$ cat src/rtl/lailai_bist_seq.sv
// BIST sequencer for the cell y = ~a & (~(b&c) | d).
// Walks all 16 vectors, compares against GOLDEN, reports results.
module lailai_bist_seq #(
    parameter logic [15:0] GOLDEN = 16'h00BF,
    parameter int          DWELL  = 1
) (
    input  logic       clk,
    input  logic       rst,
    input  logic       start,
    input  logic       abort,
    output logic       dut_a,
    output logic       dut_b,
    output logic       dut_c,
    output logic       dut_d,
    input  logic       dut_y,
    output logic       busy,
    output logic       done,
    output logic       pass,
    output logic [4:0] err_cnt,
    output logic [3:0] first_fail_vec,
    output logic       first_fail_valid
);

    typedef enum logic [1:0] {
        IDLE   = 2'd0,
        DRIVE  = 2'd1,
        SAMPLE = 2'd2,
        DONE   = 2'd3
    } state_t;

    localparam logic [3:0] LAST = 4'(DWELL - 1);

    state_t     state;
    state_t     nxt;
    logic [3:0] vec;
    logic [3:0] cnt;
    logic [4:0] err_q;
    logic [3:0] ffv_q;
    logic       ffok_q;
    logic       go;
    logic       miss;
    logic       active;

    // abort beats start; start only counts when parked
    assign go   = (state == IDLE || state == DONE) && start && !abort;
    assign miss = (dut_y != GOLDEN[vec]);

    // state register
    always_ff @(posedge clk or posedge rst) begin
        if (rst) state <= IDLE;
        else     state <= nxt;
    end

    // next-state decode
    always_comb begin
        nxt = state;
        case (state)
            IDLE: begin
                if (go) nxt = DRIVE;
            end
            DRIVE: begin
                if (abort)             nxt = IDLE;
                else if (cnt == LAST)  nxt = SAMPLE;
            end
            SAMPLE: begin
                if (abort)             nxt = IDLE;
                else if (vec == 4'hF)  nxt = DONE;
                else                   nxt = DRIVE;
            end
            DONE: begin
                if (abort)             nxt = IDLE;
                else if (go)           nxt = DRIVE;
            end
            default: nxt = IDLE;
        endcase
    end

    // vector index, dwell counter and result registers
    always_ff @(posedge clk or posedge rst) begin
        if (rst) begin
            vec    <= 4'd0;
            cnt    <= 4'd0;
            err_q  <= 5'd0;
            ffv_q  <= 4'd0;
            ffok_q <= 1'b0;
        end else if (go) begin
            vec    <= 4'd0;
            cnt    <= 4'd0;
            err_q  <= 5'd0;
            ffv_q  <= 4'd0;
            ffok_q <= 1'b0;
        end else if (state == DRIVE && !abort) begin
            if (cnt != LAST) cnt <= cnt + 4'd1;
        end else if (state == SAMPLE && !abort) begin
            if (miss) begin
                err_q <= err_q + 5'd1;
                if (!ffok_q) begin
                    ffv_q  <= vec;
                    ffok_q <= 1'b1;
                end
            end
            if (vec != 4'hF) begin
                vec <= vec + 4'd1;
                cnt <= 4'd0;
            end
        end
    end

    // outputs decoded from registered state only
    always_comb begin
        active           = (state == DRIVE) || (state == SAMPLE);
        busy             = active;
        done             = (state == DONE);
        pass             = (state == DONE) && (err_q == 5'd0);
        dut_a            = active & vec[3];
        dut_b            = active & vec[2];
        dut_c            = active & vec[1];
        dut_d            = active & vec[0];
        err_cnt          = err_q;
        first_fail_vec   = ffv_q;
        first_fail_valid = ffok_q;
    end

endmodule

$ cat config.mk
export PLATFORM = sky130hd
export DESIGN_NAME = lailai_bist_seq
export DESIGN_NICKNAME = d
export VERILOG_FILES = /design/src/rtl/lailai_bist_seq.sv
export SDC_FILE = /design/constraint.sdc
export NUM_CORES = 1
export LEC_CHECK = 0
export ABC_AREA = 1
export BUFFER_PORTS_ARGS = -buffer_cell sky130_fd_sc_hd__buf_2
export CELL_PAD_IN_SITES_DETAIL_PLACEMENT = 1
export CELL_PAD_IN_SITES_GLOBAL_PLACEMENT = 1
export CORE_ASPECT_RATIO = 0.5
export CORE_MARGIN = 1.5
export CORE_UTILIZATION = 39
export DETAILED_ROUTE_END_ITERATION = 10
export PLACE_DENSITY = 0.83
export SETUP_SLACK_MARGIN = 0.3
export SLEW_MARGIN = 20
export SYNTH_ARGS = -nofsm -noshare
export SYNTH_HDL_FRONTEND = slang
export SYNTH_SLANG_ARGS = --single-unit
$ cat constraint.sdc
create_clock -name clk -period 2.5 [get_ports clk]
set_input_delay 0 -clock clk [delete_from_list [all_inputs] [get_ports clk]]
set_output_delay 0 -clock clk [all_outputs]
set_load 0.01 [all_outputs]
==> results of run 1 <==
-- placed cells by master, fill, tap and decap left out, types with 2 or more instances in the layout --
cell	n
xor2_1	5
nor2_1	3
o21ai_2	3
clkbuf_8	4
inv_1	34
ha_1	10
nand4_1	7
dfrtp_1	20
nand2_2	3
buf_2	21
nand3_1	26
nand3b_1	2
nand2_1	61
-- through the flow --
stage               area, µm²  worst slack, ns
finish                   1580            0.550
floorplan                1370            0.936
CTS                      1580            0.525
global placement         1510            0.668
global route             1580            0.390
detailed placement       1510            0.549
-- how the worst min path moves through the flow --
stage               cells past startpoint  slack [ns]                     end  startpoint
floorplan                               1       -0.04      cnt[0]$_DFFE_PP0P_         rst
global placement                        2        0.19  err_cnt[2]$_DFFE_PP0P_         rst
detailed placement                      2        0.21  err_cnt[2]$_DFFE_PP0P_         rst
CTS                                     4        0.10    state[0]$_DFFE_PP0P_       abort
global route                            4        0.15      cnt[1]$_DFFE_PP0P_       abort
finish                                  4        0.11    state[0]$_DFFE_PP0P_       abort
-- registers in the layout, summed over array words and instances (netlist names) --
signal            cells
err_cnt               5
cnt                   4
first_fail_vec        4
vec                   4
state                 2
first_fail_valid      1
-- worst register-to-register path, cell delays in order (launching register included) --
cell and delay (ns):
dfrtp_1 0.41, inv_1 0.10, ha_1 0.35, inv_1 0.13, nand3_4 0.27, nand2_1 0.25
nand3_1 0.18, nand2_1 0.10, nand2_1 0.05
-- synthesized netlist by cell type (2+ instances only) --
cell type	n	share of area (%)
nand3b_1	2	1.1
dfrtp_1	20	37
nor2_1	3	0.82
nand2_2	3	1.4
nand2_1	61	17
nand4_1	7	3.2
nand3_1	26	9.5
ha_1	10	9.1
xor2_1	5	3.2
buf_2	2	0.73
inv_1	34	9.3
o21ai_2	3	1.9
-- where the power goes --
part           leakage (nW)  switching (mW)  internal (mW)
clock                0.0288           0.112          0.140
sequential            0.271          0.0990          0.407
combinational         0.646           0.477          0.252
total                 0.946           0.689          0.799
-- metal layers --
metal	part of all wire (%)	track usage, %	vias to the layer above
met3	3.1	4.57	2
met5	0	0	-
met2	47	33.5	19
met1	50	26.8	606
li1	-	-	625
met4	0.12	4.52	0
-- cell type report --
class                           instances  area, µm²  area share (%)
Clock buffer                            4       55.1            3.49
Inverter                               34        128            8.10
Multi-Input combinational cell        129        717            45.5
Sequential cell                        20        500            31.8
Tap cell                               48       60.1            3.81
Timing Repair Buffer                   22        115            7.31
-- kinds of logic after synthesis --
group,Yosys count
buf+inv,37
xor+xnor,5
flops,20
fa+ha+maj,10
compound gates,6
simple gates,108
==> impl_metrics.xml, run 1 <==
<?xml version="1.0" encoding="UTF-8"?>
<metrics>
  <group name="routing">
    <metric name="detail_route.drc_violations" unit="">0</metric>
    <metric name="dr_total_vias" unit="">1252</metric>
    <metric name="drt-vias-per-instance" unit="">4.87</metric>
    <metric name="wl_per_cell" unit="µm">13.1</metric>
    <metric name="detail_route.first_pass.iterations" unit="">4</metric>
    <metric name="postRouteAntennaNets" unit="">0</metric>
    <metric name="detailed_router_s_first_iteration_violation_count" unit="">43</metric>
    <metric name="totalWireLength" unit="mm">3.37</metric>
  </group>
  <group name="die">
    <metric name="rows" unit="">14</metric>
    <metric name="initial_core_util" unit="%">43.2</metric>
    <metric name="die_area" unit="µm²">3900</metric>
    <metric name="design.core.area" unit="µm²">3170</metric>
    <metric name="chipWidth" unit="µm">86.8</metric>
    <metric name="die_h" unit="µm">44.9</metric>
    <metric name="num_io_pins" unit="">22</metric>
  </group>
  <group name="setup_path">
    <metric name="critical_path.cell_chain" unit="">inv_1, ha_1, inv_1, nand3_4, nand2_1, nand3_1, nand2_1, nand2_1</metric>
    <metric name="setup.worst_path.class" unit="">flop to flop</metric>
    <metric name="critical_path_arrival" unit="ns">2.10</metric>
    <metric name="endpoint_kind" unit="">flop</metric>
    <metric name="reg2reg_setup_slack" unit="ns">0.55</metric>
    <metric name="critical-path-top-cell-by-count" unit="">nand2_1</metric>
    <metric name="cp_slowest_cell" unit="">dfrtp_1</metric>
    <metric name="critPathLaunch" unit="">state[1]$_DFFE_PP0P_</metric>
    <metric name="critical_path.max_fanout" unit="">26</metric>
    <metric name="critical_path_buf_inv_count" unit="">2</metric>
    <metric name="reg2reg_to" unit="">first_fail_vec[1]$_DFFE_PP0P_</metric>
    <metric name="cp_slowest_stage_delay" unit="ns">0.41</metric>
    <metric name="crit_cells" unit="">8</metric>
    <metric name="timing.reg2reg.worst_path_depth" unit="">8</metric>
    <metric name="worstPathRequired" unit="ns">2.65</metric>
    <metric name="cp-endpoint" unit="">first_fail_vec[1]$_DFFE_PP0P_</metric>
    <metric name="regToRegStartpoint" unit="">state[1]$_DFFE_PP0P_</metric>
    <metric name="critPathTopFamily" unit="">simple AND/OR/NAND/NOR gates</metric>
    <metric name="startpoint_type_of_the_worst_setup_path" unit="">flop</metric>
  </group>
  <group name="synth">
    <metric name="netlist_instances" unit="">186</metric>
    <metric name="synth_top_flop_cell" unit="">dfrtp_1</metric>
    <metric name="yosysWarnings" unit="">0</metric>
    <metric name="syn_nets" unit="">201</metric>
    <metric name="post_synth_adder_cell_area" unit="%">9.13</metric>
    <metric name="synth_compound_gate_area_share" unit="%">3.20</metric>
    <metric name="synth_cell_types" unit="">22</metric>
    <metric name="synth_seq_area_share" unit="%">36.5</metric>
    <metric name="post_synth_xor_xnor_area" unit="%">3.20</metric>
    <metric name="synthArstFlopShare" unit="%">100</metric>
    <metric name="post_synth.cell_area_avg" unit="µm²">7.37</metric>
    <metric name="dominant_combinational_cell_family_by_area_after_synthesis" unit="">simple AND/OR/NAND/NOR gates</metric>
    <metric name="number_of_enable_flip_flop_cells_after_synthesis" unit="">0</metric>
    <metric name="synthSimpleGateAreaFrac" unit="%">36.8</metric>
    <metric name="synthMuxAreaShare" unit="%">0</metric>
    <metric name="cell_area_after_technology_mapping" unit="µm²">1370</metric>
    <metric name="synth.ff_latch_count" unit="">20</metric>
  </group>
  <group name="sta">
    <metric name="max-slew-margin-rel" unit="%">46.2</metric>
    <metric name="finalClockSkew" unit="ns">0.00679</metric>
    <metric name="final.min_clock_period" unit="ns">1.95</metric>
    <metric name="fmaxAchievable" unit="MHz">513</metric>
    <metric name="fin_tns_setup" unit="ns">0</metric>
    <metric name="worstMarginPinSlew" unit="ns">0.806</metric>
    <metric name="grt_setup_unrepaired" unit="">false</metric>
    <metric name="number_of_pins_with_negative_max_slew_slack_in_the_final_report" unit="">0</metric>
    <metric name="whs" unit="ns">0.108</metric>
    <metric name="timing.final.setup_violations" unit="">0</metric>
    <metric name="report.final.hold_viol_count" unit="">0</metric>
    <metric name="finalCritPeriodShare" unit="%">78.0</metric>
  </group>
  <group name="final_layout">
    <metric name="area_growth" unit="%">15.0</metric>
    <metric name="nets" unit="">225</metric>
    <metric name="drive_above_1_share" unit="%">16.7</metric>
    <metric name="final_core_utilization" unit="%">49.7</metric>
    <metric name="antenna_cells" unit="">0</metric>
    <metric name="nFillCells" unit="">421</metric>
    <metric name="final-instance-count-excl-fill" unit="">257</metric>
  </group>
  <group name="power_and_ir_drop">
    <metric name="pwr_dens" unit="nW/µm²">944</metric>
    <metric name="total_leakage_power" unit="nW">0.946</metric>
    <metric name="vdd.ir_drop.worst" unit="mV">0.493</metric>
    <metric name="power.total" unit="mW">1.49</metric>
  </group>
  <group name="placement">
    <metric name="dp.cells" unit="">252</metric>
    <metric name="io_buffer_count" unit="">21</metric>
    <metric name="place.detailed.hpwl" unit="mm">2.61</metric>
    <metric name="globalplace.congestion" unit="">0.844</metric>
  </group>
  <group name="grt">
    <metric name="grt_first_pass_wirelength" unit="mm">5.80</metric>
    <metric name="maximum_number_of_pins_on_one_net_before_global_route_repair" unit="">27</metric>
    <metric name="antenna_found_initial" unit="">0</metric>
    <metric name="grt_pass1_vias" unit="">1249</metric>
    <metric name="global_route_overflow" unit="">0</metric>
    <metric name="total_routing_usage_reported_by_global_routing" unit="%">19.9</metric>
  </group>
  <group name="worst_hold_path">
    <metric name="min_path_type" unit="">primary input to flop</metric>
  </group>
  <group name="clocking">
    <metric name="postCtsSetupRepairBufs" unit="">0</metric>
    <metric name="path_clk_slew" unit="ns">0.08</metric>
    <metric name="cts_buffer_count" unit="">3</metric>
    <metric name="worst_skew_pair.late_latency" unit="ns">0.26</metric>
    <metric name="cts_num_sinks" unit="">20</metric>
    <metric name="postCtsResizedCells" unit="">0</metric>
    <metric name="clock_tree.buffer_depth" unit="">2</metric>
    <metric name="cts_max_level" unit="">1</metric>
    <metric name="tritoncts_clock_tree" unit="">yes</metric>
    <metric name="clock_tree.root_cell" unit="">clkbuf_8</metric>
    <metric name="holdBufCountCts" unit="">1</metric>
  </group>
  <group name="flow_run">
    <metric name="max_cap_violations" unit="">0</metric>
  </group>
  <group name="run_status">
    <metric name="outcome" unit="">complete, no violations</metric>
  </group>
</metrics>
No activity file was read; power rests on OpenSTA's default activity.
==> run 2, diff against run 1 <==
--- a/config.mk
+++ b/config.mk
@@ -5,7 +5,7 @@
 export SDC_FILE = /design/constraint.sdc
 export NUM_CORES = 1
 export LEC_CHECK = 0
-export ABC_AREA = 1
+export ABC_AREA = 0
 export BUFFER_PORTS_ARGS = -buffer_cell sky130_fd_sc_hd__buf_2
 export CELL_PAD_IN_SITES_DETAIL_PLACEMENT = 1
 export CELL_PAD_IN_SITES_GLOBAL_PLACEMENT = 1
@@ -13,7 +13,7 @@
 export CORE_MARGIN = 1.5
 export CORE_UTILIZATION = 39
 export DETAILED_ROUTE_END_ITERATION = 10
-export PLACE_DENSITY = 0.83
+export PLACE_DENSITY = 0.8
 export SETUP_SLACK_MARGIN = 0.3
 export SLEW_MARGIN = 20
 export SYNTH_ARGS = -nofsm -noshare
==> constraint.sdc (replaced) <==
create_clock -name clk -period 1.8 [get_ports clk]
set_input_delay 0 -clock clk [delete_from_list [all_inputs] [get_ports clk]]
set_output_delay 0 -clock clk [all_outputs]
set_load 0.01 [all_outputs]
==> impl_metrics.xml, run 2 <==
<?xml version="1.0" encoding="UTF-8"?>
<metrics>
  <group name="final_layout">
    <metric name="final_core_utilization" unit="%">68.5</metric>
    <metric name="mostFrequentLayoutCell" unit="">buf_4</metric>
    <metric name="drive_above_1_share" unit="%">54.3</metric>
    <metric name="area_growth" unit="%">62.3</metric>
    <metric name="final_non_filler_cell_area" unit="µm²">2120</metric>
    <metric name="layout.cells.most_common_list" unit="">27 x buf_4, 20 x buf_2, 17 x dfrtp_1</metric>
    <metric name="nFillCells" unit="">334</metric>
    <metric name="nets" unit="">215</metric>
    <metric name="antenna_cells" unit="">0</metric>
    <metric name="largest_register_ff_count" unit="">5</metric>
  </group>
  <group name="flow_run">
    <metric name="max_cap_violations" unit="">0</metric>
  </group>
  <group name="routing">
    <metric name="drt-vias-per-instance" unit="">5.95</metric>
    <metric name="wl_per_cell" unit="µm">23.4</metric>
    <metric name="totalWireLength" unit="mm">5.60</metric>
    <metric name="dr_total_vias" unit="">1421</metric>
    <metric name="detail_route.first_pass.iterations" unit="">7</metric>
    <metric name="postRouteAntennaNets" unit="">0</metric>
    <metric name="detail_route.drc_violations" unit="">2</metric>
    <metric name="detailed_router_s_first_iteration_violation_count" unit="">116</metric>
  </group>
  <group name="sta">
    <metric name="fmaxAchievable" unit="MHz">540</metric>
    <metric name="report.final.hold_viol_count" unit="">0</metric>
    <metric name="finalCritPeriodShare" unit="%">103</metric>
    <metric name="final.min_clock_period" unit="ns">1.85</metric>
    <metric name="setup_ws" unit="ns">-0.0515</metric>
    <metric name="grt_setup_unrepaired" unit="">true</metric>
    <metric name="worstMarginPinSlew" unit="ns">0.794</metric>
    <metric name="timing.final.setup_violations" unit="">4</metric>
    <metric name="fin_tns_setup" unit="ns">-0.0911</metric>
    <metric name="finalClockSkew" unit="ns">0.0103</metric>
    <metric name="number_of_pins_with_negative_max_slew_slack_in_the_final_report" unit="">0</metric>
    <metric name="max-slew-margin-rel" unit="%">47.0</metric>
  </group>
  <group name="placement">
    <metric name="io_buffer_count" unit="">21</metric>
    <metric name="place.detailed.hpwl" unit="mm">2.71</metric>
    <metric name="placement.cell_area" unit="µm²">1600</metric>
    <metric name="placement.setup.worst_slack" unit="ns">-0.0521</metric>
    <metric name="globalplace.congestion" unit="">0.770</metric>
  </group>
  <group name="synth">
    <metric name="synth.ff_latch_count" unit="">20</metric>
    <metric name="yosys-top-cells-count" unit="">20 x dfrtp_1, 11 x inv_1, 10 x ha_1, 9 x nand2_1, 9 x nor2_1</metric>
    <metric name="post_synth_adder_cell_area" unit="%">9.56</metric>
    <metric name="synthSimpleGateAreaFrac" unit="%">22.5</metric>
    <metric name="synthMuxAreaShare" unit="%">2.29</metric>
    <metric name="post_synth.cell_area_avg" unit="µm²">9.42</metric>
    <metric name="synth_area_leader_cell" unit="">dfrtp_1</metric>
    <metric name="post_synth_xor_xnor_area" unit="%">3.25</metric>
    <metric name="netlist.area_leader.share" unit="%">38.2</metric>
    <metric name="dominant_combinational_cell_family_by_area_after_synthesis" unit="">simple AND/OR/NAND/NOR gates</metric>
    <metric name="synth_compound_gate_area_share" unit="%">18.9</metric>
    <metric name="synthArstFlopShare" unit="%">100</metric>
    <metric name="syn_nets" unit="">154</metric>
    <metric name="synth_cell_types" unit="">46</metric>
    <metric name="synthMostInstantiatedCell" unit="">dfrtp_1</metric>
    <metric name="number_of_enable_flip_flop_cells_after_synthesis" unit="">0</metric>
    <metric name="synth_seq_area_share" unit="%">38.2</metric>
    <metric name="synth_top_flop_cell" unit="">dfrtp_1</metric>
    <metric name="leading_post_synthesis_cells_by_cell_area" unit="">dfrtp_1 38%, ha_1 9.6%, inv_1 3.2%</metric>
    <metric name="cell_area_after_technology_mapping" unit="µm²">1310</metric>
    <metric name="yosysWarnings" unit="">0</metric>
    <metric name="netlist_instances" unit="">139</metric>
  </group>
  <group name="grt">
    <metric name="global_route_overflow" unit="">0</metric>
    <metric name="globalRouteMet2Util" unit="%">50.6</metric>
    <metric name="grt_util_met1" unit="%">35.6</metric>
    <metric name="grtUsageMet3" unit="%">5.71</metric>
    <metric name="grt_pass1_vias" unit="">1380</metric>
    <metric name="grt_first_pass_wirelength" unit="mm">7.58</metric>
    <metric name="grt_busiest_layer" unit="">met2</metric>
    <metric name="maximum_number_of_pins_on_one_net_before_global_route_repair" unit="">21</metric>
    <metric name="total_routing_usage_reported_by_global_routing" unit="%">28.1</metric>
    <metric name="antenna_found_initial" unit="">0</metric>
  </group>
  <group name="clocking">
    <metric name="clock_tree.buffer_depth" unit="">2</metric>
    <metric name="cts_max_level" unit="">1</metric>
    <metric name="path_clk_slew" unit="ns">0.08</metric>
    <metric name="cts_num_sinks" unit="">20</metric>
    <metric name="clock_tree.root_cell" unit="">clkbuf_8</metric>
    <metric name="worst_skew_pair.late_latency" unit="ns">0.27</metric>
    <metric name="tritoncts_clock_tree" unit="">yes</metric>
    <metric name="cts_buffer_count" unit="">3</metric>
  </group>
  <group name="setup_path">
    <metric name="timing.reg2reg.worst_path_depth" unit="">8</metric>
    <metric name="setup.worst_path.class" unit="">flop to flop</metric>
    <metric name="regToRegStartpoint" unit="">state[0]$_DFFE_PP0P_</metric>
    <metric name="critical_path.max_fanout" unit="">6</metric>
    <metric name="reg2reg_to" unit="">err_cnt[4]$_DFFE_PP0P_</metric>
    <metric name="cp-endpoint" unit="">err_cnt[4]$_DFFE_PP0P_</metric>
    <metric name="reg2reg_setup_slack" unit="ns">-0.05</metric>
    <metric name="startpoint_type_of_the_worst_setup_path" unit="">flop</metric>
    <metric name="critical_path_arrival" unit="ns">2.05</metric>
    <metric name="endpoint_kind" unit="">flop</metric>
    <metric name="critPathLaunch" unit="">state[0]$_DFFE_PP0P_</metric>
    <metric name="worstPathRequired" unit="ns">2.00</metric>
  </group>
  <group name="power_and_ir_drop">
    <metric name="pwr_dens" unit="nW/µm²">1390</metric>
    <metric name="total_leakage_power" unit="nW">0.989</metric>
    <metric name="vdd.ir_drop.worst" unit="mV">1.16</metric>
  </group>
  <group name="die">
    <metric name="rows" unit="">14</metric>
    <metric name="die_h" unit="µm">44.0</metric>
    <metric name="chipWidth" unit="µm">84.9</metric>
    <metric name="initial_core_util" unit="%">42.2</metric>
    <metric name="die_area" unit="µm²">3730</metric>
    <metric name="design.core.area" unit="µm²">3100</metric>
    <metric name="num_io_pins" unit="">22</metric>
  </group>
  <group name="worst_hold_path">
    <metric name="min_path_type" unit="">primary input to flop</metric>
  </group>
  <group name="run_status">
    <metric name="outcome" unit="">finished, violations left</metric>
    <metric name="failed_checks" unit="">design-rule violations, negative setup slack</metric>
  </group>
</metrics>
## run 2: worst min-delay path by stage
stage	startpoint	endpoint	cells past startpoint
final	abort	state[0]$_DFFE_PP0P_	2
after global routing	abort	state[0]$_DFFE_PP0P_	2
after CTS	abort	state[0]$_DFFE_PP0P_	2
after detailed placement	rst	first_fail_vec[1]$_DFFE_PP0P_	2
after global placement	rst	first_fail_vec[2]$_DFFE_PP0P_	2
after floorplan	rst	cnt[0]$_DFFE_PP0P_	1
## run 2: repair_timing
| item | in CTS | in global routing |
|---|---|---|
| resized for setup | 35 | 23 |
| buffers inserted | 10 | 14 |
| endpoints found under the setup margin | 20 | 23 |
| endpoints found under the hold margin | 20 | 0 |
| hold buffers | 1 | 0 |
| pin swaps | 13 | 13 |
## run 2: stage by stage
step | total power, mW | std cells | hold slack, ns
2_1_floorplan | 1.24 | 139 | -0.0362
3_3_place_gp | 1.52 | 210 | 0.190
3_5_place_dp | 1.56 | 210 | 0.196
4_1_cts | 2.45 | 225 | 0.104
5_1_grt | 3.07 | 239 | 0.178
6_report | 2.96 | 239 | 0.161
## run 2: report_power, final
group          switching [mW]  leakage [nW]  internal (mW)
registers               0.110         0.271          0.525
clock network           0.163        0.0357          0.297
logic                   0.914         0.682          0.948
total                    1.19         0.989           1.77
## run 2: routing by layer
metal  part of all wire [%]  routed length, µm
met1                     45               2500
met5                      0                  0
met4                    2.2                121
met3                    5.8                323
met2                     47               2650
## run 2: kinds of logic after synthesis
kind of cell	Yosys count
xor+xnor	4
mux	3
simple gates	52
fa+ha+maj	10
buf+inv	16
flops	20
compound gates	34
## run 2: worst max-delay path, stage by stage, from the launching register on
cell and delay (ns):
dfrtp_1 0.40, inv_2 0.12, buf_12 0.11, ha_4 0.13
and2b_2 0.21, buf_6 0.14, o21ai_4 0.10, or4_1 0.42
a21oi_1 0.15
## run 2: final cells by class
| class | count | area [µm²] | share of cell area [%] |
|---|---|---|---|
| sequential | 20 | 504 | 23.7 |
| clock inverter | 1 | 30.0 | 1.41 |
| multi-input combinational | 103 | 986 | 46.4 |
| tap | 40 | 50.0 | 2.36 |
| inverter | 11 | 41.3 | 1.94 |
| clock buffer | 3 | 41.3 | 1.94 |
| timing repair buffer | 61 | 472 | 22.2 |
